===== src/rtl/pkt_generator.sv =====
`timescale 1ns/1ps
`default_nettype none
// ============================================================================
//  Module   : pkt_generator
//  Purpose  : Timed AXI4-Stream packet source. Emits fixed-length test
//             packets at a programmed number of packets per one-second
//             window and reports the packets completed in the last window.
//  Revision : 1.0 - initial release
// ----------------------------------------------------------------------------
//  Ports
//    clk_200        in   clock, rising edge
//    reset          in   asynchronous active-high reset
//    enable         in   permits new packet starts
//    pkt_rate       in   packets allowed per window (loaded at wrap)
//    pkt_len        in   packet length in beats, 0 = send nothing
//    src_port       in   value placed in tuser[23:16]
//    m_axis_tdata   out  {0.., beat[15:0], seq[31:0]}
//    m_axis_tkeep   out  all ones while tvalid
//    m_axis_tuser   out  {0.., src_port, byte length}
//    m_axis_tvalid  out  beat valid
//    m_axis_tready  in   downstream ready
//    m_axis_tlast   out  last beat of packet
//    sent_counter   out  packets completed in previous window
//    busy           out  high while a packet is being sent
// ============================================================================
module pkt_generator #(
  parameter int          C_M_AXIS_DATA_WIDTH  = 256,
  parameter int          C_M_AXIS_TUSER_WIDTH = 128,
  parameter int          REG_DEPTH            = 32,
  parameter logic [31:0] TICKS_PER_SEC        = 32'hBEBC200
) (
  input  logic                              clk_200,
  input  logic                              reset,
  input  logic                              enable,
  input  logic [REG_DEPTH-1:0]              pkt_rate,
  input  logic [15:0]                       pkt_len,
  input  logic [7:0]                        src_port,
  output logic [C_M_AXIS_DATA_WIDTH-1:0]    m_axis_tdata,
  output logic [C_M_AXIS_DATA_WIDTH/8-1:0]  m_axis_tkeep,
  output logic [C_M_AXIS_TUSER_WIDTH-1:0]   m_axis_tuser,
  output logic                              m_axis_tvalid,
  input  logic                              m_axis_tready,
  output logic                              m_axis_tlast,
  output logic [REG_DEPTH-1:0]              sent_counter,
  output logic                              busy
);

  localparam int          C_KEEP_W         = C_M_AXIS_DATA_WIDTH / 8;
  localparam logic [15:0] C_BYTES_PER_BEAT = 16'(C_KEEP_W);

  typedef enum logic [0:0] {
    S_IDLE = 1'b0,
    S_SEND = 1'b1
  } state_t;

  state_t                r_state;
  logic [31:0]           r_timer;
  logic [REG_DEPTH-1:0]  r_credit;
  logic [REG_DEPTH-1:0]  r_seq;
  logic [REG_DEPTH-1:0]  r_win_cnt;
  logic [REG_DEPTH-1:0]  r_sent;
  logic [15:0]           r_len_q;
  logic [15:0]           r_beat;
  logic [15:0]           r_len_bytes;
  logic [7:0]            r_src;
  logic                  r_tlast;

  logic w_wrap;
  logic w_hs;
  logic w_last_hs;
  logic w_start;

  assign w_wrap    = (r_timer == TICKS_PER_SEC - 32'd1);
  assign w_hs      = (r_state == S_SEND) && m_axis_tready;
  assign w_last_hs = w_hs && r_tlast;
  assign w_start   = (r_state == S_IDLE) && enable &&
                     (r_credit != '0) && (pkt_len != 16'd0);

  always_ff @(posedge clk_200 or posedge reset) begin
    if (reset) begin
      r_state     <= S_IDLE;
      r_timer     <= '0;
      r_credit    <= '0;
      r_seq       <= '0;
      r_win_cnt   <= '0;
      r_sent      <= '0;
      r_len_q     <= '0;
      r_beat      <= '0;
      r_len_bytes <= '0;
      r_src       <= '0;
      r_tlast     <= 1'b0;
    end else begin
      r_timer <= w_wrap ? 32'd0 : r_timer + 32'd1;

      // A packet finishing in the wrap cycle belongs to the closing window.
      if (w_wrap) begin
        r_sent    <= r_win_cnt + {{(REG_DEPTH-1){1'b0}}, w_last_hs};
        r_win_cnt <= '0;
      end else if (w_last_hs) begin
        r_win_cnt <= r_win_cnt + 1'b1;
      end

      // Reload discards any leftover credit from the closing window.
      if (w_wrap) begin
        r_credit <= pkt_rate;
      end else if (w_start) begin
        r_credit <= r_credit - 1'b1;
      end

      if (w_last_hs) begin
        r_seq <= r_seq + 1'b1;
      end

      case (r_state)
        S_IDLE: begin
          if (w_start) begin
            r_state     <= S_SEND;
            r_len_q     <= pkt_len;
            r_beat      <= '0;
            r_tlast     <= (pkt_len == 16'd1);
            r_src       <= src_port;
            r_len_bytes <= pkt_len * C_BYTES_PER_BEAT;
          end
        end
        S_SEND: begin
          if (w_hs) begin
            if (r_tlast) begin
              r_state <= S_IDLE;
              r_tlast <= 1'b0;
            end else begin
              r_beat  <= r_beat + 16'd1;
              // Next beat is the last one when beat+1 == len-1.
              r_tlast <= ((r_beat + 16'd2) == r_len_q);
            end
          end
        end
        default: r_state <= S_IDLE;
      endcase
    end
  end

  assign m_axis_tvalid = (r_state == S_SEND);
  assign busy          = (r_state == S_SEND);
  assign m_axis_tkeep  = {C_KEEP_W{m_axis_tvalid}};
  assign m_axis_tlast  = r_tlast;
  assign sent_counter  = r_sent;

  // Payload and metadata are pure register fields, zeroed outside SEND.
  always_comb begin
    m_axis_tdata = '0;
    m_axis_tuser = '0;
    if (r_state == S_SEND) begin
      m_axis_tdata[31:0]  = 32'(r_seq);
      m_axis_tdata[47:32] = r_beat;
      m_axis_tuser[15:0]  = r_len_bytes;
      m_axis_tuser[23:16] = r_src;
    end
  end

endmodule
`default_nettype wire


===== config.mk =====
export PLATFORM = sky130hd
export DESIGN_NAME = pkt_generator
export DESIGN_NICKNAME = d
export VERILOG_FILES = /design/src/rtl/pkt_generator.sv
export SDC_FILE = /design/constraint.sdc
export NUM_CORES = 1
export LEC_CHECK = 0
export ABC_AREA = 1
export BUFFER_PORTS_ARGS = -buffer_cell sky130_fd_sc_hd__buf_4
export CORE_AREA = 2 2 201 203
export CTS_CLUSTER_DIAMETER = 80
export DETAILED_ROUTE_END_ITERATION = 6
export DIE_AREA = 0 0 203 205
export PLACE_DENSITY = 0.73
export SLEW_MARGIN = 20
export SYNTH_ARGS = -nofsm -noshare
export SYNTH_HDL_FRONTEND = slang
export SYNTH_SLANG_ARGS = --single-unit

===== constraint.sdc =====
create_clock -name clk_200 -period 7.46 [get_ports clk_200]
set_input_delay 0.746 -clock clk_200 [delete_from_list [all_inputs] [get_ports clk_200]]
set_output_delay 0.746 -clock clk_200 [all_outputs]
set_load 0.01 [all_outputs]

======== After elaboration in Yosys (flattened, before gate mapping) ========
Index checks and enable logic that the tools add are counted.
cells by class
  add/subtract/negate cells ............... 7
  eq/ne operators ......................... 6
  mux-type cells .......................... 19
  bitwise gates (word level) .............. 1
  reductions and logical operators ........ 12
operators by type and width
  kind                                                                  count
  32-bit two-way mux                                                    5
  32-bit by 1-bit adder with 32-bit output, second input constant       3
  16-bit two-way mux                                                    3
  48-bit two-way mux                                                    1
  32-bit by 1-bit adder with 32-bit output                              1
  32-bit by 28-bit == test with 1-bit output, second input constant     1
  16-bit one-hot mux with 2 select lines                                1
  32-bit nonzero test                                                   1
  32-bit by 1-bit subtractor with 32-bit output, second input constant  1
  24-bit two-way mux                                                    1
  16-bit by 1-bit adder with 16-bit output, second input constant       1
  16-bit by 2-bit adder with 16-bit output, second input constant       1
  16-bit by 1-bit == test with 1-bit output, second input constant      1
  16-bit == test                                                        1
  16-bit nonzero test                                                   1
  1-bit two-way mux                                                     6
  1-bit logical AND                                                     5
  2-bit != test, second input constant                                  2
  1-bit one-hot mux with 2 select lines                                 2
  2-bit AND reduction                                                   2
  2-bit nonzero test                                                    2
  3-bit AND reduction                                                   1
  2-bit by 1-bit != test with 1-bit output, second input constant       1
  1-bit inverter                                                        1
word-level totals
  register bits ........................... 213
  input port bits ......................... 60
  output and inout bits ................... 451
  word-level logic and storage cells ...... 56

======== Logic depth before layout (Yosys ltp) ========
  depth in word-level cells ............... 6
  mapped depth ............................ 15
  depth with buffers taken out ............ 14

======== Worst setup path before layout ========
OpenSTA, ideal clock, no wires.
  kind .................................... reg2reg
  start point ............................. reg r_state, in the netlist busy
  end point ............................... reg r_sent[20], in the netlist sent_counter[20]
  library setup time ...................... 117 ps
  arrival time ............................ 2772 ps
  data required time ...................... 7343 ps
  setup slack ............................. 4571 ps
  cell stages (with the launch flop) ...... 15
  path buffers ............................ 1
  period minus slack after synthesis ...... 2889 ps
  cells stage by stage .................... dfrtp_1 -> nand3_4 -> inv_2 -> buf_6 -> ha_1 -> ha_1 -> nand2_2 -> nor2_4 -> inv_1 -> nor2_4 -> nand2_1 -> nor2_1 -> nand3_1 -> nand3_1 -> nand2_1
between the ends
  cells in the longest elaborated chain, start to end .. 3
RTL lines
  item                                      line  text
  from (decl)                               56    state_t r_state;
  from (signal assigned)                    81    r_state <= S_IDLE;
  from (signal assigned)                    117   r_state <= S_SEND;
  from (signal assigned)                    128   r_state <= S_IDLE;
  1-bit logical AND                         74    assign w_hs = (r_state == S_SEND) && m_axis_tready;
  1-bit logical AND                         75    assign w_last_hs = w_hs && r_tlast;
  net w_last_hs                             70    logic w_last_hs;
  32-bit by 1-bit adder with 32-bit output  97    r_sent <= r_win_cnt + {{(REG_DEPTH-1){1'b0}}, w_last_hs};
  to (signal assigned)                      97
  to (decl)                                 61    logic [REG_DEPTH-1:0] r_sent;
The timed path passes the listed nets, and every way through them passes these cells.
A chain may end at the register's enable or synchronous reset.

======== Final worst setup path ========
  start point ............................. reg r_state, in the netlist busy
  end point ............................... reg r_sent[20], in the netlist sent_counter[20]
between the ends
  cells in the longest elaborated chain, start to end .. 3
RTL lines
  item                                      line
  1-bit logical AND                         74
  1-bit logical AND                         75
  32-bit by 1-bit adder with 32-bit output  97
No other way between the ends.

==> results by group <==
Run status
  – Status: finished clean

CTS
  – Insertion delay of the later-clocked pin in the worst-skew pair: ~530 ps
  – CTS H-Tree Depth: 1
  – Clock slew at reported path FFs: 60 ps
  – Buffer depth of the longest clock path: 3
  – Post-CTS setup repair buffer count: 0
  – Hold Buf Count CTS: 0
  – Clock buffers created by TritonCTS: 25
  – CTS tree: yes
  – CTS root buffer: sky130_fd_sc_hd__clkbuf_16
  – Quantity of gates resized following cts: 0
  – Sink Count: 202

Global route
  – Via count of the first global-routing pass: approximately 12,000
  – Overall track demand over capacity in global routing: 18.1%
  – Gr ovfl total: 0
  – Antenna violations before repair: 0
  – First-pass GRT wire length: around 60 mm
  – Maximum number of pins on one net before global-route repair: 130

Floorplanning
  – DIE HEIGHT: 205 um
  – Num ports: 511
  – # rows: 73
  – Placeable core region: 39,400 um2
  – Die width: 203 um
  – Area of the die: 41,600 um2
  – Effective utilization at floorplan: 38.4%

Timing
  – Final Max Tran Viols: 0
  – Least-Margin Pin Slew: 913 ps
  – Final clock skew: 13.8 ps
  – Final worst-path cycle share: 48.6%
  – Endpoints failing setup: 0
  – Slew margin rel.: between 30% and 40%
  – Minimum setup slack in the final design: approximately 3800 ps
  – Shortest period the worst path allows: between 3000 and 4000 ps
  – RSZ-0062 raised after global routing: no
  – Setup Total Neg Slack: 0 ps
  – Highest Clock Rate: 0.276 GHz
  – Final hold violations: 0

Place
  – Placer Congestion: 0.928
  – Count of input and output buffers: 193
  – HPWL reported at the end of detailed placement: between 20 and 30 mm
  – Post-place setup slack: roughly 3800 ps

Finish
  – Synth-to-Final Area Change: 8.56%
  – Filler cell count in the final layout: 4,061
  – Nets: 2,312
  – Fraction of final layout cells sized beyond drive strength 1: roughly 14%
  – Ant diodes: 0

Min path
  – Tightest Hold Check Type: in -> async

Critical path
  – Worst setup SP type: flop
  – Setup crit end kind: flop
  – Worst Setup Path Type: reg -> reg
  – Max Fanout on Critical Path: 82
  – Required time of the critical path: 7870 ps
  – WP data arrival: 4040 ps

Detailed routing
  – DR vias/cell: approximately 4.5
  – Routed length per instance: 14.1 um
  – Total length of routed wires: 39.1 mm
  – Count of antenna-violating nets left after detailed routing: 0
  – First-pass detailed-route iteration total: 5
  – Overall via count from detail_route: 12,600
  – Detailed Route Iter0 Violations: around 700
  – Remaining routing DRC violations: 0

Yosys
  – Sequential-to-total area share from yosys stat: around a third
  – Total of flip-flops plus latches after synthesis: ~200
  – Distinct cell type count of the synthesized netlist: 41
  – Post-synthesis instance total: 2,100
  – Synthesized cell area: 15,100 um2
  – Predominant post-synthesis flop cell: sky130_fd_sc_hd__dfrtp_1
  – Number of flops mapped to enable cells by yosys: 0
  – Share of flip-flops with an asynchronous set or reset: 100%
  – Total number of yosys warnings: 0
  – Syn_area_per_cell: just over 7 um2

Pwr
  – Total power of the final layout: 3920 uW
  – Cell area power density: 239 nW/um2
  – Leakage power total: 0.00880 uW
  – Maximum resistive drop on vdd: 0.163 mV

Flow run
  – Max-Cap Viols: 0
## layout by cell type (no fill, tap or decap), types with 8 or more instances in the layout
cell | Yosys | routed
sky130_fd_sc_hd__xor2_1 | 74 | 74
sky130_fd_sc_hd__o21ai_0 | 85 | 85
sky130_fd_sc_hd__nand3_1 | 90 | 90
sky130_fd_sc_hd__ha_1 | 9 | 9
sky130_fd_sc_hd__nor3_1 | 55 | 55
sky130_fd_sc_hd__conb_1 | 1 | 317
sky130_fd_sc_hd__nor2_4 | 8 | 8
sky130_fd_sc_hd__clkbuf_16 | 0 | 25
sky130_fd_sc_hd__nor2_2 | 16 | 16
sky130_fd_sc_hd__nand2_2 | 10 | 10
sky130_fd_sc_hd__o211ai_1 | 13 | 13
sky130_fd_sc_hd__or2_2 | 14 | 14
sky130_fd_sc_hd__nor2_1 | 180 | 180
sky130_fd_sc_hd__o21ai_1 | 11 | 11
sky130_fd_sc_hd__inv_1 | 239 | 238
sky130_fd_sc_hd__dfrtp_1 | 202 | 201
sky130_fd_sc_hd__a21oi_1 | 33 | 33
sky130_fd_sc_hd__nand2_1 | 530 | 530
sky130_fd_sc_hd__buf_4 | 356 | 197
sky130_fd_sc_hd__nand4_1 | 46 | 46
sky130_fd_sc_hd__xnor2_1 | 33 | 33
## metrics by stage
step           hold WS [ps]  utilization, %  instance area, um2  instances
2_1_floorplan           430               -               16300       2416
3_3_place_gp            444            39.5               15500       2740
3_5_place_dp            454            39.5               15500       2740
4_1_cts                 385            41.6               16400       2784
5_1_grt                 412            41.6               16400       2785
6_report                408            41.6               16400       2785
## cell type report
cell class / instances / area, um2 / share of cell area, %
Clock buffer: 32 / 682 / 4.16
Clock inverter: 12 / 149 / 0.908
Inverter: 246 / 931 / 5.68
Multi-Input combinational cell: 1570 / 7410 / 45.2
Sequential cell: 202 / 5060 / 30.9
Tap cell: 525 / 657 / 4.01
Timing Repair Buffer: 198 / 1510 / 9.19
## worst paths after layout
| path | endpoint | cells past startpoint | slack (ps) | startpoint |
|---|---|---|---|---|
| max | sent_counter[20] | 14 | 3830 | busy |
| min | r_len_q[7] | 2 | 410 | reset |
| max reg2reg | sent_counter[20] | 14 | 3830 | busy |
| min reg2reg | r_timer[0] | 1 | 460 | r_timer[0] |
| max in group asynchronous | busy | 4 | 5800 | reset |
| min in group clk_200 | r_src[1] | 3 | 410 | src_port[1] |
## report_power, final
group | switching, uW | leakage [uW] | internal (uW)
clock network | 485 | 0.000410 | 749
logic | 770 | 0.00586 | 473
registers | 201 | 0.00253 | 1240
total | 1460 | 0.00880 | 2460
## synth_stat cells, types with 10 or more instances
cell / count / share of area (%)
sky130_fd_sc_hd__a21oi_1: 33 / 1.1
sky130_fd_sc_hd__buf_2: 19 / 0.63
sky130_fd_sc_hd__buf_4: 356 / 18
sky130_fd_sc_hd__clkbuf_1: 17 / 0.42
sky130_fd_sc_hd__dfrtp_1: 202 / 33
sky130_fd_sc_hd__inv_1: 239 / 5.9
sky130_fd_sc_hd__nand2_1: 530 / 13
sky130_fd_sc_hd__nand2_2: 10 / 0.41
sky130_fd_sc_hd__nand3_1: 90 / 3.0
sky130_fd_sc_hd__nand4_1: 46 / 1.9
sky130_fd_sc_hd__nor2_1: 180 / 4.5
sky130_fd_sc_hd__nor2_2: 16 / 0.66
sky130_fd_sc_hd__nor3_1: 55 / 1.8
sky130_fd_sc_hd__o211ai_1: 13 / 0.65
sky130_fd_sc_hd__o21ai_0: 85 / 2.8
sky130_fd_sc_hd__o21ai_1: 11 / 0.36
sky130_fd_sc_hd__or2_2: 14 / 0.58
sky130_fd_sc_hd__xnor2_1: 33 / 1.9
sky130_fd_sc_hd__xor2_1: 74 / 4.3
## layer usage
metal  vias up  wire length [um]  global-route usage (%)
met5         -                 0                       0
li1       6169                 -                       -
met3        71              2420                    2.67
met4         0              1160                    5.87
met2       462             19000                    30.6
met1      5897             16600                    23.9
## critical path: stages (launching register included)
cell	delay, ps
sky130_fd_sc_hd__dfrtp_4	620
sky130_fd_sc_hd__buf_4	660
sky130_fd_sc_hd__nand3_4	310
sky130_fd_sc_hd__inv_2	300
sky130_fd_sc_hd__ha_1	260
sky130_fd_sc_hd__ha_1	240
sky130_fd_sc_hd__nand2_2	100
sky130_fd_sc_hd__nor2_4	130
sky130_fd_sc_hd__inv_1	80
sky130_fd_sc_hd__nor2_4	170
sky130_fd_sc_hd__nand2_1	110
sky130_fd_sc_hd__nor2_1	200
sky130_fd_sc_hd__nand3_1	100
sky130_fd_sc_hd__nand3_1	100
sky130_fd_sc_hd__nand2_1	60
## flip-flops by register name (all words and copies together) (netlist names)
name          cells
r_len_q          16
r_win_cnt        32
r_seq            32
busy              1
r_timer          32
r_credit         32
r_src             8
m_axis_tlast      1
r_beat           16
sent_counter     32
## logic make-up after synthesis
family | count (synthesis) | share of synthesized area (%)
AO/OA/AOI/OAI | 155 | 5.52
AND/OR/NAND/NOR | 982 | 28.7
flip-flops | 202 | 33.5
adder cells (fa/ha/maj) | 9 | 0.746
buffers and inverters | 644 | 25.3
other | 1 | 0.0248
XOR/XNOR | 107 | 6.21
Power figures use the tool's default switching activity.
